**config.mk**
```make
export PLATFORM = sky130hd
export DESIGN_NAME = twiddle_sched
export DESIGN_NICKNAME = d
export VERILOG_FILES = /design/src/rtl/twiddle_sched.sv
export SDC_FILE = /design/constraint.sdc
export NUM_CORES = 1
export LEC_CHECK = 0
export CAP_MARGIN = 20
export CORE_MARGIN = 2
export CORE_UTILIZATION = 55
export DETAILED_ROUTE_END_ITERATION = 8
export HOLD_SLACK_MARGIN = 0.03
export PLACE_DENSITY = 0.89
export SYNTH_ARGS = -nofsm -noshare
export SYNTH_HDL_FRONTEND = slang
export SYNTH_SLANG_ARGS = --single-unit
export TNS_END_PERCENT = 100
```
**constraint.sdc**
```tcl
create_clock -name clk -period 3.01 [get_ports clk]
set_input_delay 0.7525 -clock clk [delete_from_list [all_inputs] [get_ports clk]]
set_output_delay 0.7525 -clock clk [all_outputs]
set_load 0.05 [all_outputs]
```
**src/rtl/twiddle_sched.sv**
```systemverilog
// twiddle_sched: owns the 16-entry twiddle ROM and streams radix-2 DIF twiddles with stage/last tags.
// Optional macro TW_CONJ_EN adds an inv input that conjugates (negates imag, saturating) for IFFT runs.
module twiddle_sched #(
    parameter int LOG2N      = 5,
    parameter int DATA_WIDTH = 16,
    parameter int FIFO_DEPTH = 4
) (
    input  logic                    clk,
    input  logic                    rst_n,
    input  logic                    start,
    input  logic [7:0]              cfg_frames,
`ifdef TW_CONJ_EN
    input  logic                    inv,
`endif
    output logic                    busy,
    output logic                    done,
    output logic                    rom_en,
    output logic [3:0]              rom_addr,
    input  logic [2*DATA_WIDTH-1:0] rom_data,
    output logic [2*DATA_WIDTH-1:0] tw_data,
    output logic [2:0]              tw_stage,
    output logic                    tw_last,
    output logic                    tw_valid,
    input  logic                    tw_ready
);
    localparam int HALF = 1 << (LOG2N - 1);
    localparam int JW   = (LOG2N > 1) ? LOG2N - 1 : 1;
    localparam int PW   = (FIFO_DEPTH > 1) ? $clog2(FIFO_DEPTH) : 1;
    localparam int CW   = $clog2(FIFO_DEPTH + 1);
    localparam int TW   = 2 * DATA_WIDTH;
    localparam logic [JW-1:0] J_MAX   = JW'(HALF - 1);
    localparam logic [2:0]    S_MAX   = 3'(LOG2N - 1);
    localparam logic [CW:0]   DEPTH_C = (CW + 1)'(FIFO_DEPTH);
    localparam logic [PW-1:0] PTR_MAX = PW'(FIFO_DEPTH - 1);

    typedef enum logic [1:0] {IDLE, RUN, DRAIN, DONE} state_t;
    state_t state, state_nxt;

    logic [JW-1:0] j_cnt;
    logic [2:0]    s_cnt;
    logic [7:0]    frame_cnt;
    logic [7:0]    frame_last;
    logic          issue;
    logic          beat_last;
    logic          run_end;

    logic          vld_p0, vld_p1;
    logic [2:0]    stage_p0, stage_p1;
    logic          last_p0, last_p1;
    logic [1:0]    inflight;

    logic [TW-1:0] mem_data  [FIFO_DEPTH];
    logic [2:0]    mem_stage [FIFO_DEPTH];
    logic          mem_last  [FIFO_DEPTH];
    logic [PW-1:0] rd_ptr, wr_ptr;
    logic [CW-1:0] fifo_count;
    logic [CW:0]   occ;
    logic          push, pop;
    logic [TW-1:0] wr_data;

    // Exponent of W_N for butterfly j at stage s, folded into the half-period ROM.
    function automatic logic [3:0] tw_addr(input logic [JW-1:0] j, input logic [2:0] s);
        logic [JW-1:0] mask;
        mask = JW'((HALF >> s) - 1);
        return 4'((j & mask) << s);
    endfunction

    function automatic logic [PW-1:0] ptr_inc(input logic [PW-1:0] p);
        return (p == PTR_MAX) ? '0 : p + PW'(1);
    endfunction

`ifdef TW_CONJ_EN
    function automatic logic signed [DATA_WIDTH-1:0] neg_sat(input logic signed [DATA_WIDTH-1:0] x);
        if (x == {1'b1, {(DATA_WIDTH-1){1'b0}}})
            return {1'b0, {(DATA_WIDTH-1){1'b1}}};
        return -x;
    endfunction

    logic inv_q;
    always_ff @(posedge clk) begin
        if (!rst_n)
            inv_q <= 1'b0;
        else if (state == IDLE && start)
            inv_q <= inv;
    end

    assign wr_data = {rom_data[TW-1:DATA_WIDTH],
                      inv_q ? neg_sat(rom_data[DATA_WIDTH-1:0]) : rom_data[DATA_WIDTH-1:0]};
`else
    assign wr_data = rom_data;
`endif

    assign beat_last = (j_cnt == J_MAX) && (s_cnt == S_MAX);
    assign run_end   = beat_last && (frame_cnt == frame_last);
    assign inflight  = {1'b0, vld_p0} + {1'b0, vld_p1};
    assign occ       = (CW + 1)'(fifo_count) + (CW + 1)'(inflight);

    always_ff @(posedge clk) begin
        if (!rst_n)
            state <= IDLE;
        else
            state <= state_nxt;
    end

    always_comb begin
        state_nxt = state;
        issue     = 1'b0;
        busy      = 1'b0;
        done      = 1'b0;
        case (state)
            IDLE: begin
                if (start)
                    state_nxt = RUN;
            end
            RUN: begin
                busy  = 1'b1;
                issue = (occ < DEPTH_C);
                if (issue && run_end)
                    state_nxt = DRAIN;
            end
            DRAIN: begin
                busy = 1'b1;
                if (inflight == 2'd0 && fifo_count == '0)
                    state_nxt = DONE;
            end
            DONE: begin
                done      = 1'b1;
                state_nxt = IDLE;
            end
            default: state_nxt = IDLE;
        endcase
    end

    always_ff @(posedge clk) begin
        if (!rst_n) begin
            j_cnt      <= '0;
            s_cnt      <= '0;
            frame_cnt  <= '0;
            frame_last <= '0;
        end else if (state == IDLE && start) begin
            j_cnt      <= '0;
            s_cnt      <= '0;
            frame_cnt  <= '0;
            frame_last <= (cfg_frames == 8'd0) ? 8'd0 : cfg_frames - 8'd1;
        end else if (issue) begin
            if (j_cnt == J_MAX) begin
                j_cnt <= '0;
                if (s_cnt == S_MAX) begin
                    s_cnt     <= '0;
                    frame_cnt <= frame_cnt + 8'd1;
                end else begin
                    s_cnt <= s_cnt + 3'd1;
                end
            end else begin
                j_cnt <= j_cnt + JW'(1);
            end
        end
    end

    assign rom_en   = issue;
    assign rom_addr = tw_addr(j_cnt, s_cnt);

    // p0/p1: tags shadow the ROM's two-cycle read; data arrives alongside vld_p1.
    always_ff @(posedge clk) begin
        if (!rst_n) begin
            vld_p0 <= 1'b0;
            vld_p1 <= 1'b0;
        end else begin
            vld_p0 <= issue;
            vld_p1 <= vld_p0;
        end
    end

    always_ff @(posedge clk) begin
        stage_p0 <= s_cnt;
        last_p0  <= beat_last;
        stage_p1 <= stage_p0;
        last_p1  <= last_p0;
    end

    assign push = vld_p1;
    assign pop  = tw_valid && tw_ready;

    always_ff @(posedge clk) begin
        if (!rst_n) begin
            rd_ptr     <= '0;
            wr_ptr     <= '0;
            fifo_count <= '0;
        end else begin
            if (push)
                wr_ptr <= ptr_inc(wr_ptr);
            if (pop)
                rd_ptr <= ptr_inc(rd_ptr);
            case ({push, pop})
                2'b10:   fifo_count <= fifo_count + CW'(1);
                2'b01:   fifo_count <= fifo_count - CW'(1);
                default: fifo_count <= fifo_count;
            endcase
        end
    end

    always_ff @(posedge clk) begin
        if (push) begin
            mem_data[wr_ptr]  <= wr_data;
            mem_stage[wr_ptr] <= stage_p1;
            mem_last[wr_ptr]  <= last_p1;
        end
    end

    assign tw_valid = (fifo_count != '0);
    assign tw_data  = tw_valid ? mem_data[rd_ptr]  : '0;
    assign tw_stage = tw_valid ? mem_stage[rd_ptr] : 3'd0;
    assign tw_last  = tw_valid ? mem_last[rd_ptr]  : 1'b0;

endmodule
```
# Yosys cells after proc, flatten, opt, wreduce, memory -nomap -nowiden
# Memories as Yosys holds them, arrays and structs flattened. A register that Yosys moved wholly into a read port is not among the register bits.
# Index checks and enable logic that the tools add are counted.
# W data, S select, Z words.
# op_classes
muxes	24
n_shift	2
eq_ne	13
reduce_logical	17
order_cmp	1
addsub	11
n_bitwise	2
# op_table
operator	n
$mux W32	1
$mux W2	11
$eq A2 B2 Y1 const B	5
$add A8 B1 Y8 const B	1
$eq A8 B8 Y1	1
$logic_not A8 Y1	1
$mux W8	1
$pmux W2 S4	1
$sub A8 B1 Y8 const B	1
$add A3 B1 Y3 const B	2
$logic_and A1 B1 Y1	6
$mux W1	6
$mux W3	2
$ne A2 B2 Y1 const B	3
$pmux W3 S2	1
$reduce_and A3 Y1	2
$shr A5 B3 Y4 const A	1
$add A2 B1 Y2 const B	2
$add A3 B2 Y4	1
$add A4 B1 Y4 const B	1
$and A4 B4 Y4	1
$eq A2 B1 Y1 const B	2
$eq A4 B4 Y1 const B	1
$logic_not A2 Y1	2
other kinds (13)	14
# word_totals
mem_bits_rw	144
word_cells	87
output_inout_bits	44
inputBits	44
memories	3
regBits	42
# mem_list
name	depth	width	read_ports	rd_clocked_by_memory_dff	wr	line_no	text
mem_data	4	32	1	1	1	52	logic [TW-1:0] mem_data [FIFO_DEPTH];
mem_stage	4	3	1	1	1	53	logic [2:0] mem_stage [FIFO_DEPTH];
mem_last	4	1	1	1	1	54	logic mem_last [FIFO_DEPTH];

# Depth between registers and ports, before layout
# depth
depth_word	6
mapped_depth	9
depth_no_buf	9

# Worst setup path before layout
# No wires, ideal clock.
# synth_timing
kind	register to output
start	register s_cnt[0]
end	output rom_addr[3]
n_path_buf	1
t_arrival_ns	2.737
path_slack_ns	-0.480
stages_incl_launch_ff	8
t_required_ns	2.257
cell_sequence	dfxtp_1 -> clkbuf_1 -> inv_1 -> ha_1 -> or3_1 -> a21oi_1 -> o211ai_1 -> a221oi_1
# synth_between
elab_chain_cells	4
# synth_lines
item	line_no	text
start, declared	40	logic [2:0] s_cnt;
start signal, assigned	152	s_cnt <= s_cnt + 3'd1;
$shr A5 B3 Y4	64	mask = JW'((HALF >> s) - 1);
$sub A4 B2 Y4	64	
$and A4 B4 Y4	65	return 4'((j & mask) << s);
$shl A4 B3 Y4 (*)	65	
end, declared	18	output logic [3:0] rom_addr,
# Mark *: on every way between the ends. The rest lies on a longest branch, timed or not.

# Final worst setup path
# Same ends and word-level chain as after synthesis.

==> results.json <==
{
  "status": "completed",
  "switching_share_pct": 31.00,
  "critPathMaxStageDelay_ns": 0.36,
  "antenna_found_initial": 0,
  "clkPwrFrac_pct": 30.3,
  "drc": 0,
  "hold_violations": 0,
  "yosysUniqueCellTypes": 50,
  "final.fill_count": 872,
  "start_kind": "flip-flop",
  "initial_core_util_pct": 56.04,
  "routabilityCongestion": 0.8454,
  "maxUsedRoutingLayer": "met4",
  "core_area_um2": 13830,
  "syn_avg_cell_area_um2": 16.11,
  "synth_edf_count": 144,
  "num_antenna_cells": 0,
  "slew_violations": 0,
  "setup_violations": 0,
  "fp-row-count": 43,
  "first_pass_iters": 4,
  "cts_buffer_depth": 2,
  "path_cells": "buf_6 -> ha_4 -> or3_4 -> a21oi_2 -> o211ai_1 -> a221oi_2 -> clkbuf_16",
  "slowest_stage": "or3_4",
  "synth_top_family_by_area": "multiplexers",
  "power_frac_comb_pct": 28.3,
  "power_per_cell_area_nw_per_um2": 759.5,
  "cts_tree": "built",
  "drt-met1-wl_um": 6008,
  "grt_max_degree": 37,
  "viasPerCell": 5.640,
  "p_int_uw": 4990,
  "wirelength_um": 15400,
  "critical_path.top_delay_family": "compound AO/OA/AOI/OAI gates",
  "crit_arrival_ns": 2.21,
  "drive_above_1_share_pct": 23.48,
  "die_y_um": 122.7,
  "path_clk_slew_ns": 0.07,
  "multi_input_area_um2": 2417,
  "cts.sinks": 188,
  "vias": 4354,
  "clock_latency_ns": 0.42,
  "min_period_ns": 2.963,
  "synth_compound_area_share_pct": 4.295,
  "cts_buffers": 17,
  "yosysTopAreaCellShare_pct": 55.80,
  "maxCapViolCount": 0,
  "area_growth_pct": 22.88,
  "critPathCaptureType": "output port",
  "synth_fp_nets": 549,
  "syn_area_um2": 7749,
  "hold_ws_ns": 0.3282,
  "relSlewSlack_pct": 35.11,
  "synthAdderAreaFrac_pct": 3.972,
  "p_leak_uw": 0.003330,
  "yosysWarnings": 0,
  "first_global_vias": 4559,
  "die-area_um2": 15050,
  "postLayoutCoreUtil_pct": 68.86,
  "required_ns": 2.26,
  "drtIter0Drc": 289,
  "dp_hpwl_um": 9588,
  "period_share_pct": 98.42,
  "ys_ff_latch": 188,
  "critPathKind": "reg2out",
  "die-width_um": 122.7,
  "cts-htree-levels": 4,
  "p_switching_uw": 2242,
  "hold_class": "reg2reg",
  "drt-wirelength-per-cell_um": 19.94,
  "synthMuxAreaShare_pct": 11.11,
  "tightest_slew_ns": 0.9733,
  "synth_top_area_cell": "edfxtp_1",
  "synth_area_leaders": "edfxtp_1 (56%), dfxtp_1 (11%), mux4_2 (10%), and2_1 (3.8%), ha_1 (3.7%)",
  "synth-seq-area-share_pct": 67.17,
  "synth_simple_gate_area_share_pct": 8.994,
  "antenna_left": 0,
  "synth_cells": 481,
  "fin_worst_skew_ns": 0.008010,
  "port_buffers": 87,
  "seq_power_share_pct": 41.4,
  "num_io_pins": 88,
  "grt_setup_unrepaired": "true",
  "crit_fanout": 6,
  "cp_num_buf_inv": 2,
  "wl_met3_um": 720,
  "track_usage_pct": 21.70,
  "synth_xor_area_share_pct": 2.261,
  "async_flop_share_pct": 0,
  "grt_pass1_wl_um": 24080,
  "wl_met2_um": 8293,
  "irDropWorstVdd_mv": 0.7002,
  "nNetsFinal": 648,
  "seq_area_um2": 5216,
  "max_freq_mhz": 337.5,
  "grt_overflow_total": 0,
  "cts-root-buf": "clkbuf_16",
  "synth_flop_cell": "edfxtp_1"
}
per-stage QoR:
step / std cells / cell area (um2) / power, uW / worst slack (ns) / setup TNS, ns
detailed placement: 735 / 8851 / 5106 / 0.2148 / 0
global route: 772 / 9522 / 7498 / -0.04013 / -0.04013
global placement: 735 / 8851 / 5048 / 0.3430 / 0
CTS: 768 / 9459 / 7283 / 0.02470 / 0
finish: 772 / 9522 / 7232 / 0.04744 / 0
floorplan: 481 / 7760 / 4404 / -0.04595 / -0.04595
Yosys cell counts, drive strengths merged (6+ instances only):
cell type	n
a21oi	10
and2	47
buf	7
clkbuf	11
dfxtp	44
edfxtp	144
ha	23
inv	18
mux4	36
nand2	26
nand3	6
nor2	6
o21ai	17
or3	8
xnor2	7
xor2	13
path summary, 6_finish.rpt:
kind                  end  cells past startpoint   startpoint  slack [ns]
max           rom_addr[3]                      7     s_cnt[0]        0.05
min           stage_p1[2]                      0  stage_p0[2]        0.33
max reg2reg  frame_cnt[7]                      7         push        0.41
min reg2reg   stage_p1[2]                      0  stage_p0[2]        0.33
area by class of cell:
class,count,area share (%)
sequential,188,54.78
inverter,18,0.7096
tap,180,2.365
clock buffer,18,4.507
multi-input combinational,255,25.39
clock inverter,13,1.564
timing repair buffer,100,10.68
registers in the layout, summed over array words and instances (netlist names), named ones only:
name / cells
fifo_count: 3
frame_cnt: 8
frame_last: 8
j_cnt: 4
last_p0: 1
last_p1: 1
mem_data: 128
mem_last: 4
mem_stage: 12
push: 1
rd_ptr: 2
s_cnt: 3
stage_p0: 3
stage_p1: 3
state: 2
vld_p0: 1
wr_ptr: 2
cell usage in the layout (no fill, tap or decap), drive strengths merged, types with 2 or more instances in the layout:
cell and n:
and4 2, buf 52, clkinv 9, clkbuf 19, mux4 36, edfxtp 144, nor2b 3, a311oi 2
or4 3, a211o 2, nand2 26, inv 19, a21oi 10, or3 8, and2 47, nor3 3
xnor2 7, clkdlybuf4s50 46, ha 23, o31ai 3, nand3 6, o21ai 17, nand4 3, nor2 6
mux2i 5, bufinv 3, nor4b 3, o21a 2, a21boi 4, and3 5, nor4 3, a31oi 3
dfxtp 44, xor2 13
what timing repair did:
| item | CTS | global route |
|---|---|---|
| gates resized for setup | 7 | 10 |
| hold endpoints to repair | 0 | 0 |
| pin swaps | 4 | 6 |
| endpoints found under the setup margin | 2 | 6 |
| gates cloned | 0 | 0 |
| buffers inserted | 2 | 4 |
| hold buffers | 0 | 0 |
metal layers:
layer	up-vias	GRT usage, %
li1	2026	-
met1	2167	25.99
met2	134	38.26
met3	27	4.414
met4	0	8.836
met5	-	0
worst reg2reg max path: stages, from the launching register on:
cell and delay (ns):
dfxtp_1 0.46, ha_1 0.20, ha_1 0.25, a311oi_4 0.38
buf_4 0.23, nand4_2 0.25, or4_1 0.58, a21oi_1 0.16
logic make-up after synthesis:
logic type,Yosys count
compound gates,50
xor+xnor,20
fa+ha+maj,24
buf+inv,38
flops,188
mux,41
simple gates,120
power by group through the flow:
stage / logic, uW / clock network, uW / registers, uW
after global placement: 2010 / 0 / 3040
after global routing: 2180 / 2310 / 3010
after floorplan: 1400 / 0 / 3010
after detailed placement: 2060 / 0 / 3050
final: 2040 / 2190 / 2990
after CTS: 2070 / 2220 / 2990
Note: power is estimated with default switching activity, not from simulation.
